==> src/rtl/pixel_stream_proc.sv <==
// Per-pixel point-operation engine between the UART RX and TX FIFOs.
// Pops a pixel, applies pass/offset/invert/threshold, pushes it and tracks frame position.
module pixel_stream_proc #(
  parameter int DATA_W       = 8,
  parameter int FRAME_PIXELS = 64,
  parameter int CNT_W        = $clog2(FRAME_PIXELS)
) (
  input  logic              clk,
  input  logic              reset,
  input  logic              rx_empty,
  input  logic [DATA_W-1:0] r_data,
  output logic              rd_uart,
  input  logic              tx_full,
  output logic [DATA_W-1:0] w_data,
  output logic              wr_uart,
  input  logic [1:0]        mode,
  input  logic [DATA_W-1:0] offset,
  input  logic [DATA_W-1:0] thresh,
  input  logic              btn_tick,
  output logic              hold,
  output logic              busy,
  output logic              frame_done,
  output logic [CNT_W-1:0]  pix_cnt,
  output logic [DATA_W-1:0] led
);

  typedef enum logic [1:0] {
    IDLE  = 2'd0,
    CAP   = 2'd1,
    PROC  = 2'd2,
    WRITE = 2'd3
  } state_t;

  localparam logic [CNT_W-1:0] LAST_PIX = CNT_W'(FRAME_PIXELS - 1);

  state_t              state_q, state_d;
  logic [DATA_W-1:0]   din_q, din_d;
  logic [DATA_W-1:0]   dout_q, dout_d;
  logic [DATA_W-1:0]   led_q, led_d;
  logic [CNT_W-1:0]    pix_cnt_q, pix_cnt_d;
  logic                hold_q, hold_d;
  logic                busy_q, busy_d;
  logic [1:0]          mode_q, mode_d;
  logic [DATA_W-1:0]   offset_q, offset_d;
  logic [DATA_W-1:0]   thresh_q, thresh_d;

  logic [DATA_W:0]     sum;
  logic [DATA_W-1:0]   op_result;

  // Point operation on the captured pixel using the frame's latched configuration.
  always_comb begin
    sum       = {1'b0, din_q} + {1'b0, offset_q};
    op_result = din_q;
    case (mode_q)
      2'd0: op_result = din_q;
      2'd1: op_result = sum[DATA_W] ? '1 : sum[DATA_W-1:0];
      2'd2: op_result = ~din_q;
      2'd3: op_result = (din_q >= thresh_q) ? '1 : '0;
      default: op_result = din_q;
    endcase
  end

  always_comb begin
    state_d    = state_q;
    din_d      = din_q;
    dout_d     = dout_q;
    led_d      = led_q;
    pix_cnt_d  = pix_cnt_q;
    mode_d     = mode_q;
    offset_d   = offset_q;
    thresh_d   = thresh_q;
    hold_d     = hold_q ^ btn_tick;
    rd_uart    = 1'b0;
    wr_uart    = 1'b0;
    frame_done = 1'b0;

    case (state_q)
      IDLE: begin
        // Old hold value gates the decision; a same-cycle btn_tick only affects later cycles.
        if (!rx_empty && !hold_q) begin
          state_d = CAP;
          if (pix_cnt_q == '0) begin
            mode_d   = mode;
            offset_d = offset;
            thresh_d = thresh;
          end
        end
      end
      CAP: begin
        rd_uart = 1'b1;
        din_d   = r_data;
        state_d = PROC;
      end
      PROC: begin
        dout_d  = op_result;
        state_d = WRITE;
      end
      WRITE: begin
        if (!tx_full) begin
          wr_uart = 1'b1;
          led_d   = dout_q;
          state_d = IDLE;
          if (pix_cnt_q == LAST_PIX) begin
            pix_cnt_d  = '0;
            frame_done = 1'b1;
          end else begin
            pix_cnt_d = pix_cnt_q + 1'b1;
          end
        end
      end
      default: state_d = IDLE;
    endcase

    busy_d = (state_d != IDLE);
  end

  always_ff @(posedge clk or negedge reset) begin
    if (!reset) begin
      state_q   <= IDLE;
      din_q     <= '0;
      dout_q    <= '0;
      led_q     <= '0;
      pix_cnt_q <= '0;
      hold_q    <= 1'b0;
      busy_q    <= 1'b0;
      mode_q    <= '0;
      offset_q  <= '0;
      thresh_q  <= '0;
    end else begin
      state_q   <= state_d;
      din_q     <= din_d;
      dout_q    <= dout_d;
      led_q     <= led_d;
      pix_cnt_q <= pix_cnt_d;
      hold_q    <= hold_d;
      busy_q    <= busy_d;
      mode_q    <= mode_d;
      offset_q  <= offset_d;
      thresh_q  <= thresh_d;
    end
  end

  assign w_data  = dout_q;
  assign hold    = hold_q;
  assign busy    = busy_q;
  assign pix_cnt = pix_cnt_q;
  assign led     = led_q;

endmodule

==> config.mk <==
export PLATFORM = sky130hd
export DESIGN_NAME = pixel_stream_proc
export DESIGN_NICKNAME = d
export VERILOG_FILES = /design/src/rtl/pixel_stream_proc.sv
export SDC_FILE = /design/constraint.sdc
export NUM_CORES = 1
export LEC_CHECK = 0
export BUFFER_PORTS_ARGS = -buffer_cell sky130_fd_sc_hd__buf_2
export CAP_MARGIN = 20
export CORE_MARGIN = 2
export CORE_UTILIZATION = 49
export DETAILED_ROUTE_END_ITERATION = 16
export PLACE_DENSITY = 0.81
export SLEW_MARGIN = 25
export SYNTH_ARGS = -nofsm -noshare
export SYNTH_HDL_FRONTEND = slang
export SYNTH_SLANG_ARGS = --single-unit
==> constraint.sdc <==
create_clock -name clk -period 2.5 [get_ports clk]
set_clock_uncertainty 0.15 [all_clocks]
set_input_delay 0.125 -clock clk [delete_from_list [all_inputs] [get_ports clk]]
set_output_delay 0.125 -clock clk [all_outputs]
set_load 0.005 [all_outputs]
# Word-level counts from Yosys, hierarchy flattened
# Index checks and enable logic that the tools add are counted.
[word_totals] input_bits=31 output_inout_bits=27 reg_bits=52
[op_classes] magnitude_cmp=1 n_reduce_logical=9 bitwise=3 mux=13 addsub=2 eq_ne=7
[op_table] operator="$pmux W8 S4" count=1
[op_table] operator="$mux W8" count=2
[op_table] operator="$add A8 B8 Y9" count=1
[op_table] operator="$eq A2 B2 Y1 const B" count=4
[op_table] operator="$ge A8 B8 Y1" count=1
[op_table] operator="$not A8 Y8" count=1
[op_table] operator="$pmux W2 S4" count=1
[op_table] operator="$add A6 B1 Y6 const B" count=1
[op_table] operator="$eq A6 B6 Y1 const B" count=1
[op_table] operator="$logic_not A6 Y1" count=1
[op_table] operator="$mux W1" count=6
[op_table] operator="$mux W6" count=1
[op_table] operator="$eq A2 B1 Y1 const B" count=2
[op_table] operator="$logic_not A2 Y1" count=2
[op_table] operator="$mux W2" count=2
[op_table] operator="$reduce_and A3 Y1" count=1
[op_table] operator="$logic_not A1 Y1" count=2
[op_table] operator="$reduce_and A2 Y1" count=1
[op_table] operator="$reduce_bool A2 Y1" count=1
[op_table] operator="$logic_and A1 B1 Y1" count=1
[op_table] operator="$not A1 Y1" count=1
[op_table] operator="$xor A1 B1 Y1" count=1

# Longest topological paths before layout
[logic_depth] depth_word=5 depth_mapped=7 ltp_nobuf=7

# Worst setup path before layout
# No wires, ideal clock.
[synth_path] path_kind="reg-to-reg" start="register din_q[0]" end="register dout_q[5], in the netlist w_data[5]" path_buffers=0 required_time_ns=2.212 period_less_slack_ns=2.412 arrival_ns=2.125 slack_ns=0.088 path_stages_with_launch=8 cell_sequence="dfrtp_1 > ha_1 > fa_1 > a21o_1 > a221oi_4 > o21bai_1 > a2111oi_2 > o22ai_1"
[synth_between] elab_chain_cells=3 elab_cells_between_ends=5 cone_classes="add/sub (1); order compare (1); mux (3)"
[synth_rtl] element="start, declared" line="37" rtl="logic [DATA_W-1:0] din_q, din_d;"
[synth_rtl] element="start signal, assigned" line="131" rtl="din_q <= din_d;"
[synth_rtl] element="$add A8 B8 Y9 / $ge A8 B8 Y1 (equally long branches)" line="52, 58"
[synth_rtl] element="$mux W8, on equally long branches" line="56, 58"
[synth_rtl] element="$pmux W8 S4 (*)" line="54" rtl="case (mode_q)"
[synth_rtl] element="end signal, assigned" line="132" rtl="dout_q <= dout_d;"
[synth_rtl] element="end, declared" line="38" rtl="logic [DATA_W-1:0] dout_q, dout_d;"
# Mark *: on every way between the ends. The rest lies on a longest branch, timed or not.
# A chain may end at the register's enable or synchronous reset.

# Worst setup path after layout
[layout_path] start="register din_q[0]" end="register dout_q[6], in the netlist w_data[6]"
# Same word-level chain as after synthesis.

==> summary.md <==
| Metric | Value |
|---|---|
| Outcome | complete, no violations |
| Wire length of the first global-routing pass | about 11 mm |
| Minimum clock period | between 2 and 2.5 ns |
| Seq/Total Area, Yosys | between 40 and 50% |
| Die X | 79.6 µm |
| Leak pwr | 1.78 nW |
| Post-route DRC | 0 |
| Area of the multi-input gates | approximately 0.0014 mm² |
| Total chip power | 0.00447 W |
| Synth area leaders | dfrtp_1 46%, mux2_2 10%, ha_1 8.0% |
| Slew headroom | a little under three quarters |
| Placement Cell Area | 0.00326 mm² |
| CTS buffer count | 5 |
| Gr usage total | between 20% and 30% |
| Post-Route WL | about 6.8 mm |
| CTS tree | yes |
| Syn Area/Cell | ~11 µm² |
| Final hold slack | 0.00851 ns |
| Root buf cell | clkbuf_8 |
| Synth cell types | 46 |
| Non-Filler Instances | 441 |
| Clk pin slew, worst setup/hold paths | about 0.1 ns |
| Crit Path Class | flip-flop to flip-flop |
| Worst-skew pair later-pin latency | between 0.3 and 0.4 ns |
| Power density over cell area | 1220 mW/mm² |
| Area grow syn2layout | 30.2% |
| Final worst-path cycle share | 95.8% |
| Synthesized Nets | 317 |
| Design Area, Final | between 0.003 and 0.004 mm² |
| Syn Inst Count | ~270 |
| Die area | about 0.0063 mm² |
| GRT overflow | 0 |
| RD Place Congestion | between 0.9 and 1 |
| Clk buf depth | 2 |
| Final ANT Viol Nets | 0 |
| Mapped Area | approximately 0.0028 mm² |
| Fillers | 430 |
| Setup TNS | 0 ns |
| Routed vias/inst | 5.46 |
| Synth warn | 0 |
| Register bit total from synthesis | 52 |
| Final slew viol count | 0 |
| Vias in the first global route | 2,471 |
| Top Ports | 58 |
| Post-DP HPWL | between 4 and 5 mm |
| Vias | approximately 2,400 |
| Post-synth top area share | between 40 and 50% |
| Average wire per standard cell | about 15 µm |
| # diodes | 0 |
| Asr flop ratio synth | between 90% and 100% |
| Ys flop type | dfrtp_1 |
| Clk sink count | 52 |
| Drt initial violations | roughly 150 |
| Largest net degree at the start of global routing | 23 |
| Starting Density | about half |
| Worst-margin pin slew | 0.435 ns |
| Critical path required time | around 2.6 ns |
| Share of cells above drive strength 1 | ~31% |
| Peak Freq | between 0.4 and 0.5 GHz |
| Die height | 79.6 µm |
| Max-cap viol count | 0 |
| Synth area leader | dfrtp_1 |
| Final setup viols | 0 |
| Critical Path AT | about 2.5 ns |
| DR pass1 iterations | 4 |
| RSZ-0062 raised after global routing | false |
| Placed insts | 403 |
| FF+latch area | 0.00130 mm² |
| Antenna violations before repair | 0 |
| Hold Vio Cnt, Final | 0 |
| CP max FO | 2 |
| Standard-cell rows | 27 |
| Port bufs | 57 |
| Final nets | 418 |
| Hold crit path type | input pin to flip-flop |
| Post-synth EDFFs | 0 |
| Core Box Area | 0.00551 mm² |
| Maximum vdd drop | a little over 0.0006 V |
| H-tree levels | 2 |
| Critical path endpoint category | flip-flop |
| Critical path startpoint category | flip-flop |
cell usage after synthesis (all sizes together) (2+ instances only):
master / count
xor2: 5
mux2: 25
clkbuf: 5
nand2b: 3
or2: 2
a21oi: 7
a21o: 4
xnor2: 5
nand3b: 6
buf: 2
nor3: 6
o22ai: 5
o211ai: 2
or3: 4
nor2: 20
dfrtp: 52
o221ai: 2
nand3: 2
nand2: 30
a211oi: 2
or4: 2
a31oi: 4
o21ai: 16
nor2b: 3
ha: 18
inv: 15
nand4: 3
stage by stage:
step	utilization, %	worst slack (ns)
after floorplan	-	0.0878
after global placement	59.1	0.111
after detailed placement	59.1	0.0801
after CTS	66.1	0.0719
after global routing	66.3	0.0207
final	66.3	0.104
final cells by class:
class | instances | share of cell area (%)
inverters | 15 | 1.54
clock buffers | 7 | 2.36
well taps | 72 | 2.47
multi-input cells | 193 | 38.9
clock inverters | 1 | 0.206
flip-flops and latches | 52 | 35.6
repair buffers | 101 | 18.8
state kept, by name (all words and copies together) (netlist names):
name      count
hold          1
led           8
pix_cnt       6
thresh_q      8
din_q         8
mode_q        2
busy          1
state_q       2
offset_q      8
w_data        8
power by group:
part	internal (W)	leakage (nW)	switching, W
combinational	0.00118	1.09	0.00122
clock	0.000226	0.0445	0.000276
sequential	0.00121	0.645	0.000349
total	0.00262	1.78	0.00184
layer usage:
layer / track usage [%] / up-vias / wire, µm / part of all wire [%]
met2: 40.8 / 83 / 3490 / 51
met5: 0 / - / 0 / 0
li1: - / 1155 / - / -
met1: 28.4 / 1164 / 2830 / 42
met3: 4.98 / 6 / 404 / 6.0
met4: 6.03 / 0 / 55 / 0.81
final timing paths:
| check | from | cells after the start | endpoint | slack (ns) |
|---|---|---|---|---|
| worst max-delay path | din_q[0] | 8 | w_data[6] | 0.10 |
| worst min-delay path | rx_empty | 4 | state_q[0] | 0.009 |
| worst max register to register | din_q[0] | 8 | w_data[6] | 0.10 |
| worst min register to register | led[7] | 2 | led[7] | 0.33 |
| max in group asynchronous | reset | 3 | thresh_q[3] | 1.49 |
| min in group asynchronous | reset | 2 | w_data[3] | 0.10 |
critical path, cell delays in order (launching register included):
cell	delay, ns
dfrtp_1	0.39
ha_1	0.23
fa_2	0.35
a21o_1	0.22
a221oi_4	0.28
buf_4	0.16
xnor2_1	0.05
a221o_1	0.33
a31oi_2	0.16
repair_timing:
action                                  4_1_cts  5_1_grt
endpoints found under the setup margin        0        2
resized for setup                             0        1
hold endpoints to repair                     80        0
buffers inserted                              0        1
hold buffers                                 29        0
cells by family (layout without fill, tap and decap cells):
| group | count (synthesis) | after routing | share of synthesized area, % |
|---|---|---|---|
| xor gates and xnor gates | 10 | 10 | 3.12 |
| AOI/OAI and AO/OA | 51 | 51 | 12.8 |
| and+or+nand+nor | 88 | 88 | 15.9 |
| muxes | 25 | 25 | 10.0 |
| adders and majority gates | 19 | 19 | 8.75 |
| DFF | 52 | 52 | 46.4 |
| buffers and inverters | 22 | 124 | 2.99 |
placed cells by master (no fill, tap or decap), types with 6 or more instances in the layout:
master	count
ha_1	18
clkbuf_8	6
a21oi_1	7
buf_4	15
buf_2	57
nand2_1	30
mux2_2	25
nand3b_1	6
dfrtp_1	52
nor3_1	6
o21ai_0	16
dlygate4sd3_1	29
inv_1	15
nor2_1	20
(Power assumes the default switching activity.)
